### src/rtl/uart_rx_fifo.sv
// UART receiver with 3-sample majority voting, per-word framing/parity error flags,
// and a show-ahead receive FIFO with a valid/ready handshake and a sticky overrun flag.
module uart_rx_fifo #(
   parameter int divisor    = 10,
   parameter int DATA_BITS  = 8,
   parameter int PARITY     = 0,
   parameter int STOP_BITS  = 1,
   parameter int FIFO_DEPTH = 4
) (
   input  logic                          clk,
   input  logic                          rst,
   input  logic                          frame,
   output logic [DATA_BITS-1:0]          rx_data,
   output logic                          rx_parity_err,
   output logic                          rx_frame_err,
   output logic                          rx_valid,
   input  logic                          rx_ready,
   output logic [$clog2(FIFO_DEPTH):0]   fifo_count,
   output logic                          overrun,
   input  logic                          overrun_clr,
   output logic                          rx_busy
);

   // state  | meaning
   // IDLE   | line idle, waiting for a falling edge
   // START  | half a bit into the start bit, confirming it is still low
   // DATA   | deciding data bits, LSB first
   // PAR    | deciding the parity bit
   // STOP   | deciding stop bits; the last one pushes the word
   // BREAK  | framing error seen, waiting for the line to return high
   typedef enum logic [2:0] {
      S_IDLE,
      S_START,
      S_DATA,
      S_PAR,
      S_STOP,
      S_BREAK
   } state_t;

   localparam int CW   = $clog2(divisor + 1);
   localparam int IW   = $clog2(DATA_BITS + 1);
   localparam int AW   = $clog2(FIFO_DEPTH);
   localparam int CNTW = AW + 1;
   localparam int WW   = DATA_BITS + 2;

   localparam logic [CW-1:0]   CNT_S1   = CW'(divisor - 3);
   localparam logic [CW-1:0]   CNT_S2   = CW'(divisor - 2);
   localparam logic [CW-1:0]   CNT_LAST = CW'(divisor - 1);
   localparam logic [CW-1:0]   CNT_HALF = CW'(divisor / 2 - 1);
   localparam logic [IW-1:0]   IDX_LAST = IW'(DATA_BITS - 1);
   localparam logic            STOP_LAST = 1'(STOP_BITS - 1);
   localparam logic [CNTW-1:0] CNT_FULL = CNTW'(FIFO_DEPTH);

   logic                 sync1_q, sync2_q;
   logic                 s;
   state_t               state_q, state_d;
   logic [CW-1:0]        cnt_q, cnt_d;
   logic [IW-1:0]        idx_q, idx_d;
   logic [1:0]           samp_q, samp_d;
   logic [DATA_BITS-1:0] shift_q, shift_d;
   logic                 perr_q, perr_d;
   logic                 ferr_q, ferr_d;
   logic                 stop_idx_q, stop_idx_d;
   logic                 bit_end;
   logic                 maj;
   logic                 push;
   logic [WW-1:0]        push_word;

   logic [WW-1:0]        mem_q [FIFO_DEPTH];
   logic [WW-1:0]        mem_d [FIFO_DEPTH];
   logic [AW-1:0]        wr_ptr_q, wr_ptr_d;
   logic [AW-1:0]        rd_ptr_q, rd_ptr_d;
   logic [CNTW-1:0]      count_q, count_d;
   logic                 overrun_q, overrun_d;
   logic                 full;
   logic                 do_pop;
   logic                 do_push;
   logic                 drop;
   logic [WW-1:0]        head;

   assign s       = sync2_q;
   assign bit_end = (cnt_q == CNT_LAST);
   assign maj     = (samp_q[0] & samp_q[1]) | (samp_q[0] & s) | (samp_q[1] & s);

   always_comb begin
      state_d    = state_q;
      cnt_d      = cnt_q;
      idx_d      = idx_q;
      samp_d     = samp_q;
      shift_d    = shift_q;
      perr_d     = perr_q;
      ferr_d     = ferr_q;
      stop_idx_d = stop_idx_q;
      push       = 1'b0;
      push_word  = {ferr_q, perr_q, shift_q};

      if (cnt_q == CNT_S1) samp_d[0] = s;
      if (cnt_q == CNT_S2) samp_d[1] = s;

      unique case (state_q)
         S_IDLE: begin
            cnt_d = '0;
            if (!s) state_d = S_START;
         end
         S_START: begin
            if (cnt_q == CNT_HALF) begin
               cnt_d = '0;
               if (!s) begin
                  idx_d      = '0;
                  perr_d     = 1'b0;
                  ferr_d     = 1'b0;
                  stop_idx_d = 1'b0;
                  state_d    = S_DATA;
               end else begin
                  state_d = S_IDLE;
               end
            end else begin
               cnt_d = cnt_q + CW'(1);
            end
         end
         S_DATA: begin
            cnt_d = bit_end ? '0 : cnt_q + CW'(1);
            if (bit_end) begin
               // Shifting in from the top leaves the first bit at [0] after DATA_BITS shifts.
               shift_d = {maj, shift_q[DATA_BITS-1:1]};
               if (idx_q == IDX_LAST) begin
                  state_d = (PARITY != 0) ? S_PAR : S_STOP;
               end else begin
                  idx_d = idx_q + IW'(1);
               end
            end
         end
         S_PAR: begin
            cnt_d = bit_end ? '0 : cnt_q + CW'(1);
            if (bit_end) begin
               perr_d  = (PARITY == 2) ? ~(^shift_q ^ maj) : (^shift_q ^ maj);
               state_d = S_STOP;
            end
         end
         S_STOP: begin
            cnt_d = bit_end ? '0 : cnt_q + CW'(1);
            if (bit_end) begin
               ferr_d = ferr_q | ~maj;
               if (stop_idx_q == STOP_LAST) begin
                  push      = 1'b1;
                  push_word = {ferr_d, perr_q, shift_q};
                  cnt_d     = '0;
                  state_d   = ferr_d ? S_BREAK : S_IDLE;
               end else begin
                  stop_idx_d = 1'b1;
               end
            end
         end
         S_BREAK: begin
            cnt_d = '0;
            if (s) state_d = S_IDLE;
         end
         default: state_d = S_IDLE;
      endcase
   end

   assign full    = (count_q == CNT_FULL);
   assign rx_valid = (count_q != '0);
   assign do_pop  = rx_valid & rx_ready;
   // A pop in the same cycle frees the slot, so a push into a full FIFO still lands.
   assign do_push = push & (~full | do_pop);
   assign drop    = push & full & ~do_pop;

   always_comb begin
      mem_d    = mem_q;
      wr_ptr_d = wr_ptr_q;
      rd_ptr_d = rd_ptr_q;
      count_d  = count_q;
      if (do_push) begin
         mem_d[wr_ptr_q] = push_word;
         wr_ptr_d        = wr_ptr_q + AW'(1);
      end
      if (do_pop) rd_ptr_d = rd_ptr_q + AW'(1);
      if (do_push && !do_pop)      count_d = count_q + CNTW'(1);
      else if (!do_push && do_pop) count_d = count_q - CNTW'(1);
   end

   always_comb begin
      overrun_d = overrun_q;
      if (overrun_clr) overrun_d = 1'b0;
      if (drop)        overrun_d = 1'b1;
   end

   always_ff @(posedge clk) begin
      if (rst) begin
         sync1_q    <= 1'b1;
         sync2_q    <= 1'b1;
         state_q    <= S_IDLE;
         cnt_q      <= '0;
         idx_q      <= '0;
         samp_q     <= '0;
         shift_q    <= '0;
         perr_q     <= 1'b0;
         ferr_q     <= 1'b0;
         stop_idx_q <= 1'b0;
         wr_ptr_q   <= '0;
         rd_ptr_q   <= '0;
         count_q    <= '0;
         overrun_q  <= 1'b0;
         for (int i = 0; i < FIFO_DEPTH; i++) mem_q[i] <= '0;
      end else begin
         sync1_q    <= frame;
         sync2_q    <= sync1_q;
         state_q    <= state_d;
         cnt_q      <= cnt_d;
         idx_q      <= idx_d;
         samp_q     <= samp_d;
         shift_q    <= shift_d;
         perr_q     <= perr_d;
         ferr_q     <= ferr_d;
         stop_idx_q <= stop_idx_d;
         wr_ptr_q   <= wr_ptr_d;
         rd_ptr_q   <= rd_ptr_d;
         count_q    <= count_d;
         overrun_q  <= overrun_d;
         mem_q      <= mem_d;
      end
   end

   assign head          = mem_q[rd_ptr_q];
   assign rx_data       = rx_valid ? head[DATA_BITS-1:0] : '0;
   assign rx_parity_err = rx_valid & head[DATA_BITS];
   assign rx_frame_err  = rx_valid & head[DATA_BITS+1];
   assign fifo_count    = count_q;
   assign overrun       = overrun_q;
   assign rx_busy       = (state_q != S_IDLE) && (state_q != S_BREAK);

endmodule

### config.mk
export PLATFORM = sky130hd
export DESIGN_NAME = uart_rx_fifo
export DESIGN_NICKNAME = d
export VERILOG_FILES = /design/src/rtl/uart_rx_fifo.sv
export SDC_FILE = /design/constraint.sdc
export NUM_CORES = 1
export LEC_CHECK = 0
export CAP_MARGIN = 15
export CORE_ASPECT_RATIO = 0.8
export CORE_MARGIN = 10
export CORE_UTILIZATION = 55
export CTS_CLUSTER_DIAMETER = 120
export DETAILED_ROUTE_END_ITERATION = 7
export PLACE_DENSITY = 0.75
export SETUP_SLACK_MARGIN = 0.4
export SKIP_LAST_GASP = 1
export SYNTH_ARGS = -nofsm -noshare
export SYNTH_HDL_FRONTEND = slang
export SYNTH_SLANG_ARGS = --single-unit
### constraint.sdc
create_clock -name clk -period 3.7 [get_ports clk]
set_input_delay 0.555 -clock clk [delete_from_list [all_inputs] [get_ports clk]]
set_output_delay 0.555 -clock clk [all_outputs]
set_load 0.05 [all_outputs]
==> flow_summary.toml <==
[outcome]
status = "complete, no violations"

[yosys]
netlist_instances = 390
netlist_top_cells_count = "dfxtp_1 (73), nand2_1 (51), a21oi_1 (43)"
synth_seq_area_share = 0.425
synth_top_area_frac = 0.425
synth_area_leaders = "dfxtp_1 (42%), mux4_2 (6.5%), a21oi_1 (6.3%)"
syn_nets = 405
yosysUniqueCellTypes = 45
synth-edff-count = 0
yosysMostFrequentCell = "dfxtp_1"
syn_area_um2 = 3440
ys_ff_latch = 73
postSynthAreaPerCell_um2 = 8.82
synthArstFlopShare = 0
ys_warn_count = 0
synth_ff_type = "dfxtp_1"
synth_top_area_cell = "dfxtp_1"

[floorplanning]
initial_utilization = 0.576
core_area_um2 = 5970
dieHeight_um = 90.7
row_count = 25
pin_count = 21
die_area_um2 = 9840
die_x_um = 108

[clocking]
cts_tree = "done"
hold_buffers = 0
clk_latency_ns = 0.35
htreeDepth = 3
root_buffer = "clkbuf_8"
path_clk_slew_ns = 0.07
cts_sinks = 73
numCtsBuffers = 9
clockBufferDepth = 2

[global_routing]
grt_max_degree = 47
grt_first_pass_wirelength_um = 12600
antenna_found_initial = 0
grt_usage = 0.156
grt_pass1_vias = 2527
gr-total-overflow = 0

[final_layout]
diodes = 0
nNetsFinal = 410
syn_to_final_growth_pct = 12.4
drive_gt1_frac = 0.0900

[routing]
route.met2.wl_um = 3410
drt_wl_total_um = 7360
vias_per_cell = 5.72
met1Wirelength_um = 3390
wl_per_cell_um = 15.3
dr.max_layer_used = "met4"
num_vias = 2753
first_pass_iters = 4
drcViolationCount = 0
wl_met3_um = 509
ant_nets = 0
drtIter0Drc = 276

[setup_path]
critPathMaxFanout = 11
critPathArrivalTime_ns = 2.48
crit_type = "register to output port"
critPathRequiredTime_ns = 3.14
critPathLaunchType = "register"
endpoint_kind = "output port"

[timing]
relSlewSlack = 0.258
rsz0062_at_grt = "false"
fin_worst_skew_ns = 0.00724
hold_viol = 0
finalCritPeriodShare = 0.821
fin_setup_tns_ns = 0
finalMaxSlewViolations = 0
finalSetupViolations = 0
fmax_mhz = 329
timing.final.crit_period_ns = 3.04
tightest_slew_ns = 1.10

[placed_design]
hpwl_um = 5060
place.gp.congestion = 0.801
numPortBuffers = 20

[min_path]
hold_class = "register to register"

[pwr]
vdd_drop_max_mv = 0.259
p_leak_uw = 0.00141
finalPower_uw = 1940
power_density_nw_per_um2 = 501

[run]
maxCapViolations = 0
-- per-layer routing --
metal	up-vias	GRT usage
li1	1353	-
met1	1324	0.214
met2	69	0.229
met3	7	0.0514
met4	0	0.0351
met5	-	0
-- sequential cells by signal (all words and copies together) (netlist names) --
signal      flops
cnt_q           4
overrun         1
s               1
samp_q          2
fifo_count      3
idx_q           4
rd_ptr_q        2
perr_q          1
state_q         3
mem_q          40
sync1_q         1
wr_ptr_q        2
ferr_q          1
shift_q         8
-- layout by cell type, fill, tap and decap left out, types with 2 or more instances in the layout --
cell type / Yosys / layout
dfxtp_1: 73 / 72
nand2_1: 51 / 51
a21oi_1: 43 / 43
nand3_1: 41 / 41
nor2_1: 35 / 35
clkdlybuf4s50_1: 0 / 19
mux2i_1: 17 / 17
mux4_2: 10 / 10
and2_1: 10 / 10
xnor2_1: 10 / 10
clkbuf_8: 0 / 10
inv_1: 9 / 9
ha_1: 9 / 9
xor2_1: 7 / 7
nand3b_1: 6 / 6
or3_1: 4 / 4
o21ai_0: 4 / 4
a21boi_0: 4 / 4
buf_4: 0 / 3
nand2b_1: 2 / 2
o41ai_1: 2 / 2
or2_2: 2 / 2
bufinv_16: 0 / 2
clkinv_2: 0 / 2
-- report_power, final --
group	leakage (uW)	internal [uW]	switching, uW
logic	0.000710	141	229
registers	0.000589	812	64.0
clock network	0.000113	397	292
-- worst paths after layout --
kind                      start            end  slack [ns]  depth (start not counted)
hold reg to reg         sync1_q              s        0.42                          1
setup / recovery    rd_ptr_q[1]   rx_frame_err        0.66                          3
setup reg to reg  fifo_count[0]  fifo_count[2]        1.25                          8
hold / removal          sync1_q              s        0.42                          1
-- critical path: stages (launching register included) --
cell and delay, ns:
dfxtp_1 0.70, mux4_2 0.58, and2_1 0.17, clkdlybuf4s50_1 0.70
-- area by class of cell --
type | count | area, um2
repair buffers | 23 | 218
fillers | 504 | 2110
flip-flops and latches | 73 | 1460
inverters | 9 | 33.8
multi-input cells | 279 | 1830
clock inverters | 5 | 78.8
clock buffers | 11 | 141
well taps | 81 | 101
-- metrics by stage --
stage          utilization  cells  setup WS (ns)  instance area (um2)  hold slack (ns)
2_1_floorplan            -    390          0.834                 3440            0.389
3_3_place_gp         0.610    465          0.903                 3640            0.395
3_5_place_dp         0.610    465          0.881                 3640            0.405
4_1_cts              0.647    481          0.526                 3860            0.423
5_1_grt              0.647    481          0.580                 3870            0.443
6_report             0.647    481          0.661                 3870            0.421
-- logic make-up (layout without fill, tap and decap cells) --
family,count (synthesis),count (layout),synth area share
xor+xnor,17,17,0.0433
compound gates,64,64,0.108
fa+ha+maj,11,11,0.0415
buf+inv,38,48,0.0429
simple gates,160,160,0.224
flops,73,73,0.425
mux,27,27,0.115
-- timing repair --
item	4_1_cts	5_1_grt
endpoints found under the setup margin	0	1
resized for setup	0	1
buffers inserted	0	0
Note: power is estimated with default switching activity, not from simulation.
